## src/rtl/ems_sdram_bridge.sv

```systemverilog
// rtl/ems_sdram_bridge.sv - Wishbone slave to SDRAM request bridge with EMS translation stage and read watchdog
module ems_sdram_bridge #(
  parameter int TIMEOUT_CYCLES = 255
) (
  input  logic        wb_clk,
  input  logic        wb_rst_n,
  input  logic [19:1] wb_adr_i,
  input  logic [15:0] wb_dat_i,
  output logic [15:0] wb_dat_o,
  input  logic [1:0]  wb_sel_i,
  input  logic        wb_cyc_i,
  input  logic        wb_stb_i,
  input  logic        wb_we_i,
  output logic        wb_ack_o,
  output logic [19:1] ems_adr_o,
  input  logic [31:0] ems_adr_i,
  output logic        sdram_req_o,
  output logic        sdram_we_o,
  output logic [21:0] sdram_adr_o,
  output logic [1:0]  sdram_be_o,
  output logic [15:0] sdram_dat_o,
  input  logic        sdram_gnt_i,
  input  logic        sdram_rdv_i,
  input  logic [15:0] sdram_dat_i,
  output logic        timeout_o
);

  typedef enum logic [2:0] {
    S_IDLE    = 3'd0,
    S_XLATE   = 3'd1,
    S_REQ     = 3'd2,
    S_WAIT_RD = 3'd3,
    S_ACK     = 3'd4
  } state_t;

  // Last counter value before the watchdog gives up on read data.
  localparam logic [7:0] LP_CNT_LAST = 8'(TIMEOUT_CYCLES - 1);

  state_t      r_state;
  state_t      w_state_nxt;
  logic [19:1] r_ems_adr;
  logic        r_we;
  logic [1:0]  r_sel;
  logic [15:0] r_wdat;
  logic [21:0] r_sdram_adr;
  logic [15:0] r_rdat;
  logic        r_timeout;
  logic [7:0]  r_cnt;

  logic        w_capture;
  logic        w_latch_adr;
  logic        w_cnt_clr;
  logic        w_rd_data;
  logic        w_rd_timeout;

  // Translator page bits and byte offset bits carry no meaning for a word access.
  logic        w_unused_adr_bits;
  assign w_unused_adr_bits = &{1'b0, ems_adr_i[31:24], ems_adr_i[1:0]};

  // State register; reset aborts any transaction in flight.
  always_ff @(posedge wb_clk or negedge wb_rst_n) begin
    if (!wb_rst_n) begin
      r_state <= S_IDLE;
    end else begin
      r_state <= w_state_nxt;
    end
  end

  // Next-state decode and datapath strobes.
  always_comb begin
    w_state_nxt  = r_state;
    w_capture    = 1'b0;
    w_latch_adr  = 1'b0;
    w_cnt_clr    = 1'b0;
    w_rd_data    = 1'b0;
    w_rd_timeout = 1'b0;
    case (r_state)
      S_IDLE: begin
        if (wb_cyc_i && wb_stb_i) begin
          w_capture   = 1'b1;
          w_state_nxt = S_XLATE;
        end
      end
      S_XLATE: begin
        w_latch_adr = 1'b1;
        // No byte lanes selected: nothing to move, complete without touching SDRAM.
        w_state_nxt = (r_sel == 2'b00) ? S_ACK : S_REQ;
      end
      S_REQ: begin
        if (sdram_gnt_i) begin
          if (r_we) begin
            w_state_nxt = S_ACK;
          end else begin
            w_cnt_clr   = 1'b1;
            w_state_nxt = S_WAIT_RD;
          end
        end
      end
      S_WAIT_RD: begin
        // Read data beats the watchdog when both land in the same cycle.
        if (sdram_rdv_i) begin
          w_rd_data   = 1'b1;
          w_state_nxt = S_ACK;
        end else if (r_cnt == LP_CNT_LAST) begin
          w_rd_timeout = 1'b1;
          w_state_nxt  = S_ACK;
        end
      end
      S_ACK: begin
        w_state_nxt = S_IDLE;
      end
      default: begin
        w_state_nxt = S_IDLE;
      end
    endcase
  end

  // Access capture, translated address latch, read data and sticky timeout flag.
  always_ff @(posedge wb_clk or negedge wb_rst_n) begin
    if (!wb_rst_n) begin
      r_ems_adr   <= '0;
      r_we        <= 1'b0;
      r_sel       <= 2'b00;
      r_wdat      <= '0;
      r_sdram_adr <= '0;
      r_rdat      <= '0;
      r_timeout   <= 1'b0;
    end else begin
      if (w_capture) begin
        r_ems_adr <= wb_adr_i;
        r_we      <= wb_we_i;
        r_sel     <= wb_sel_i;
        r_wdat    <= wb_dat_i;
      end
      if (w_latch_adr) begin
        r_sdram_adr <= ems_adr_i[23:2];
      end
      if (w_rd_data) begin
        r_rdat <= sdram_dat_i;
      end else if (w_rd_timeout) begin
        r_rdat <= 16'hFFFF;
      end
      if (w_rd_timeout) begin
        r_timeout <= 1'b1;
      end
    end
  end

  // Read watchdog counter; the terminal compare exits WAIT_RD before it could wrap.
  always_ff @(posedge wb_clk or negedge wb_rst_n) begin
    if (!wb_rst_n) begin
      r_cnt <= '0;
    end else if (w_cnt_clr) begin
      r_cnt <= '0;
    end else if (r_state == S_WAIT_RD) begin
      r_cnt <= r_cnt + 8'd1;
    end
  end

  assign wb_ack_o    = (r_state == S_ACK) && wb_cyc_i;
  assign wb_dat_o    = r_rdat;
  assign ems_adr_o   = r_ems_adr;
  assign sdram_req_o = (r_state == S_REQ);
  assign sdram_we_o  = r_we;
  assign sdram_adr_o = r_sdram_adr;
  assign sdram_be_o  = r_sel;
  assign sdram_dat_o = r_wdat;
  assign timeout_o   = r_timeout;

endmodule

```

## config.mk

```make
export PLATFORM = sky130hd
export DESIGN_NAME = ems_sdram_bridge
export DESIGN_NICKNAME = d
export VERILOG_FILES = /design/src/rtl/ems_sdram_bridge.sv
export SDC_FILE = /design/constraint.sdc
export NUM_CORES = 1
export LEC_CHECK = 0
export ABC_AREA = 0
export BUFFER_PORTS_ARGS = -buffer_cell sky130_fd_sc_hd__buf_2
export CORE_UTILIZATION = 43
export CTS_BUF_LIST = sky130_fd_sc_hd__clkbuf_2
export CTS_CLUSTER_SIZE = 30
export DETAILED_ROUTE_END_ITERATION = 10
export PLACE_DENSITY = 0.8
export SYNTH_ARGS = -nofsm -noshare
export SYNTH_HDL_FRONTEND = slang
export SYNTH_SLANG_ARGS = --single-unit
export TNS_END_PERCENT = 10
```

## constraint.sdc

```tcl
create_clock -name wb_clk -period 1.59 [get_ports wb_clk]
set_input_delay 0.3975 -clock wb_clk [delete_from_list [all_inputs] [get_ports wb_clk]]
set_output_delay 0.3975 -clock wb_clk [all_outputs]
set_load 0.005 [all_outputs]
```

---- Word level (Yosys, flattened, before mapping) ----
Cells that the tools add are included.
storage, ports and cells
  memory bits (read-only) ................. 0
  output and inout bits ................... 79
  latch bits .............................. 0
  word-level logic and storage cells ...... 47
  bits in registers ....................... 88
  memories kept ........................... 0
  bits in writable memories ............... 0
cells by class
  divide/modulo/power cells ............... 0
  add/subtract/negate cells ............... 1
  order comparisons ....................... 0
  multipliers ............................. 0
  bitwise gates (word level) .............. 0
  reduce and logical (&&, ||, !) cells .... 7
  muxes and demuxes ....................... 22
  equal/unequal tests ..................... 8
  shift operators ......................... 0
operators with widths
  kind                                                   count
  two-way mux 16 bit                                     2
  two-way mux 3 bit                                      6
  two-way mux 8 bit                                      2
  case mux 3 bit (4 select lines)                        1
  two-way mux 1 bit                                      11
  adder 8 x 1 -> 8 bit, second input constant            1
  equality test 8 bit, second input constant             1
  equality test 3 x 2 -> 1 bit, second input constant    2
  nonzero test 2 bit                                     2
  equality test 3 x 1 -> 1 bit, second input constant    1
  equality test 3 bit, second input constant             1
  zero test 3 bit                                        1
  inequality test 3 bit, second input constant           1
  AND reduction 3 bit                                    1
  logical AND 1 bit                                      2
  zero test 2 bit                                        1
  inequality test 2 x 1 -> 1 bit, second input constant  1
  inequality test 2 bit, second input constant           1

---- Longest topological paths before layout ----
  depth after elaboration ................. 6
  depth in mapped cells ................... 7
  mapped depth without buffers ............ 6

---- Least setup slack after synthesis ----
Ideal clock, no wire load.
  path type ............................... register -> register
  from .................................... register r_state[0]
  to ...................................... register r_ems_adr (netlist bit ems_adr_o[10])
  setup time .............................. 0.125 ns
  clock period less this slack ............ 1.484 ns
  path buffers ............................ 3
  stages on the path, launching flop included .. 6
  data arrival time ....................... 1.360 ns
  slack ................................... 0.106 ns
  cell sequence ........................... dfrtp_1 -> buf_4 -> nor3_2 -> buf_4 -> buf_4 -> mux2_2
between the ends
  longest elaborated chain between the ends .. 2
ends and longest elaborated chain
  element                   RTL line  source
  start: declaration        39        state_t r_state;
  start signal: assignment  65        r_state <= w_state_nxt;
  zero test 3 bit           77        case (r_state)
  two-way mux 1 bit         77
  end signal: assignment    130       r_ems_adr <= wb_adr_i;
  end: declaration          41        logic [19:1] r_ems_adr;
Every way passes these cells.
A chain may end at the register's enable or synchronous reset.

---- Final worst setup path ----
  from .................................... register r_state[1]
  to ...................................... output wb_ack_o
between the ends
  longest elaborated chain between the ends .. 2
ends and longest elaborated chain
  element              RTL line  source
  equality test 3 bit  160       assign wb_ack_o = (r_state == S_ACK) && wb_cyc_i;
  logical AND 1 bit    160
  end: declaration     14        output logic wb_ack_o,
Every way passes these cells.

==> out/qor.yml <==
logic_synthesis:
  postSynthAreaPerCell_um2: 14.8
  post_synth_edffs: 0
  ys_ff_latch: 88
  area_of_the_mapped_netlist_um2: 3500
  postSynthNetCount: 330
  primary_flip_flop_cell_chosen_by_synthesis_mapping: "sky130_fd_sc_hd__dfrtp_1"
  synth_cells: 236
  number_of_different_library_cells_in_the_post_synthesis_netlist: 33
  share_of_flip_flops_with_an_asynchronous_set_or_reset_after_synthesis: 1.00
  yosysSeqAreaShare: 0.629
  yosys_warnings: 0
floorplan:
  num_rows: 32
  fp.dieH_um: 92.2
  floorplan.initialDensity: 0.448
  ioPinCount: 171
  core_area_um2: 7810
  dieWidth_um: 92.2
  floorplan.die_area_um2: 8500
cts:
  h_tree_lvl_count: 3
  numCtsBuffers: 9
  clkLatencyLatePin_ns: 0.52
  clock-sinks: 88
  clk_path_buf_depth: 2
  cts_tree: "built"
  clk_root_buf: "sky130_fd_sc_hd__clkbuf_2"
  reg_clk_slew_reported_paths_ns: 0.23
pwr:
  leakagePower_nw: 2.42
  ir_drop_v: 0.00102
  power_per_cell_area_nw_per_um2: 1900
cells_and_area:
  final_nets: 512
  area.growth.synth_to_final_pct: 39.8
  num_antenna_cells: 0
  final_area_um2: 4890
  utilization: 0.627
  layout-drive-gt1-share: 0.636
  final_cell_count_no_fill: 525
setup_path:
  critical_path_class: "reg2out"
  r2r-start: "r_state[1]"
  ff2ff_path_depth: 7
  reg2reg_to: "sdram_adr_o[19]"
  timing.critical_path.arrival_ns: 1.48
  crit_path_max_fanout: 2
  crit_path_end_kind: "output pin"
  worst_setup_path_start_kind: "flip-flop"
  required_time_of_the_worst_setup_path_ns: 1.19
  reg2reg_slack_ns: -0.17
worst_hold_path:
  hold-path-endpoint: "ems_adr_o[4]"
  min-delay-start: "wb_adr_i[4]"
  hold_class: "in2reg"
  worstHoldPathCells: 2
timing:
  achievable-frequency_mhz: 532
  layout_worst_path_cycle_share: 1.18
  setup_viol: 25
  holdWs_ns: 0.0717
  grt_setup_unrepaired: "true"
  finalHoldViolations: 0
  setup_ws_ns: -0.288
  slew-limit-headroom: 0.782
  final-max-slew-violation-count: 0
  post-route-min-period_ns: 1.88
  clock_skew_ns: 0.0210
  worst_slew_pin_slew_ns: 0.327
grt:
  grt_start_max_net_pins: 49
  grt_first_pass_wirelength_um: 12100
  initial_antenna_violation_count: 0
  globalRouteOverflowTotal: 0
  first_global_vias: 2611
  grt.total_usage: 0.183
detailed_routing:
  first_pass_iters: 4
  drt-initial-drc-count: 72
  route.detailed.drc: 0
  detail-route-antenna-nets: 0
  routed_wl_um: 7830
  post_drt_via_cell_ratio: 4.90
  post_drt_wl_per_cell_um: 14.9
  detailroute.via_count: 2572
placed_design:
  dpl.hpwl_um: 5520
  placed_cell_area_um2: 4480
  place.port_buffers: 160
  gp_routability_congestion: 0.774
  detailedPlace.worstSlack_ns: -0.0280
  place_inst: 496
status:
  outcome: "finished with violations"
  violated_checks: "negative setup slack"
flow_run:
  drv_cap: 0
[how the worst max path moves through the flow]
stage,startpoint,endpoint
floorplan,r_state[0],ems_adr_o[10]
finish,r_state[1],wb_ack_o
global placement,r_state[0],wb_dat_o[10]
global route,r_state[1],wb_ack_o
CTS,r_state[1],wb_ack_o
detailed placement,wb_cyc_i,sdram_dat_o[8]
[logic make-up (layout without fill, tap and decap cells)]
logic type | Yosys count | in the layout | share of synthesized area
compound gates | 25 | 25 | 0.0608
mux | 61 | 61 | 0.196
xor+xnor | 6 | 6 | 0.0150
fa+ha+maj | 2 | 2 | 0.00715
simple gates | 41 | 41 | 0.0665
buf+inv | 13 | 200 | 0.0250
flops | 88 | 88 | 0.629
[worst max-delay path, stage by stage (launching register included)]
cell and delay (ns):
sky130_fd_sc_hd__dfrtp_1 0.44, sky130_fd_sc_hd__buf_6 0.13, sky130_fd_sc_hd__nor4bb_4 0.25, sky130_fd_sc_hd__buf_2 0.16
[cell usage after synthesis (2+ instances only)]
library cell              count  area [um2]
sky130_fd_sc_hd__mux2_1       4        45.0
sky130_fd_sc_hd__xor2_1       3        26.3
sky130_fd_sc_hd__xnor2_1      3        26.3
sky130_fd_sc_hd__nand3_1      4        20.0
sky130_fd_sc_hd__nor3_1       2        10.0
sky130_fd_sc_hd__nor2_1      13        48.8
sky130_fd_sc_hd__mux2_2      57         642
sky130_fd_sc_hd__o22a_1      16         140
sky130_fd_sc_hd__a21oi_1      2        10.0
sky130_fd_sc_hd__buf_4        7        52.6
sky130_fd_sc_hd__nand2_1      8        30.0
sky130_fd_sc_hd__nand4_1      3        18.8
sky130_fd_sc_hd__o31ai_1      2        15.0
sky130_fd_sc_hd__and3b_1      2        17.5
sky130_fd_sc_hd__dfrtp_1     88        2200
sky130_fd_sc_hd__ha_1         2        25.0
sky130_fd_sc_hd__buf_2        4        20.0
[where the power goes]
part	internal, mW	total [mW]	switching [mW]
Clock	0.373	1.10	0.732
Sequential	3.36	4.02	0.659
Combinational	2.59	4.18	1.59
Total	6.32	9.30	2.98
[per-layer routing]
metal | share of wire | GRT usage | up-vias | wire (um)
li1 | - | - | 1208 | -
met1 | 0.42 | 0.224 | 1251 | 3280
met2 | 0.51 | 0.313 | 103 | 3990
met3 | 0.059 | 0.0415 | 10 | 461
met4 | 0.013 | 0.0703 | 0 | 103
met5 | 0 | 0 | - | 0
[per-stage QoR]
stage | setup TNS (ns) | power [mW]
global placement | 0 | 7.34
floorplan | 0 | 5.90
finish | -3.65 | 9.30
global route | -6.27 | 9.96
detailed placement | -0.240 | 7.54
CTS | -2.15 | 8.82
[placed cells by master, fill, tap and decap left out, types with 2 or more instances in the layout]
cell                            netlist  layout
sky130_fd_sc_hd__ha_1                 2       2
sky130_fd_sc_hd__buf_12               0       5
sky130_fd_sc_hd__nor3_2               1       2
sky130_fd_sc_hd__mux2_1               4       4
sky130_fd_sc_hd__o22a_1              16      16
sky130_fd_sc_hd__clkbuf_16            0       2
sky130_fd_sc_hd__dlygate4sd3_1        0       3
sky130_fd_sc_hd__nand4_1              3       3
sky130_fd_sc_hd__nand2_1              8       8
sky130_fd_sc_hd__buf_6                1       2
sky130_fd_sc_hd__xnor2_1              3       3
sky130_fd_sc_hd__nand3_1              4       4
sky130_fd_sc_hd__clkbuf_2             0      11
sky130_fd_sc_hd__xor2_1               3       3
sky130_fd_sc_hd__mux2_2              57      36
sky130_fd_sc_hd__buf_2                4     158
sky130_fd_sc_hd__clkinvlp_4           0       2
sky130_fd_sc_hd__dfrtp_1             88      86
sky130_fd_sc_hd__buf_4                7      12
sky130_fd_sc_hd__nor2_1              13      12
sky130_fd_sc_hd__dfrtp_2              0       2
sky130_fd_sc_hd__mux2_4               0      21
[layout make-up]
type,count,area [um2]
clock inverter,5,57.6
timing repair buffer,183,1100
fill,621,2910
sequential,88,2200
multi-input combinational,135,1350
tap,102,128
clock buffer,11,55.1
inverter,1,3.75
[flip-flops by register name, summed over array words and instances, names as in the netlist]
name         flops
sdram_adr_o     22
ems_adr_o       19
sdram_dat_o     16
wb_dat_o        16
r_cnt            8
r_state          3
sdram_be_o       2
sdram_we_o       1
timeout_o        1
[repair_timing]
item                       CTS  global route
resized for setup           10            27
hold endpoints to repair    88             2
gates cloned                 0             2
hold buffers                 1             2
setup buffers                6             2
setup endpoints to repair   10            87
pin swaps                    3            14
Power figures use the tool's default switching activity.
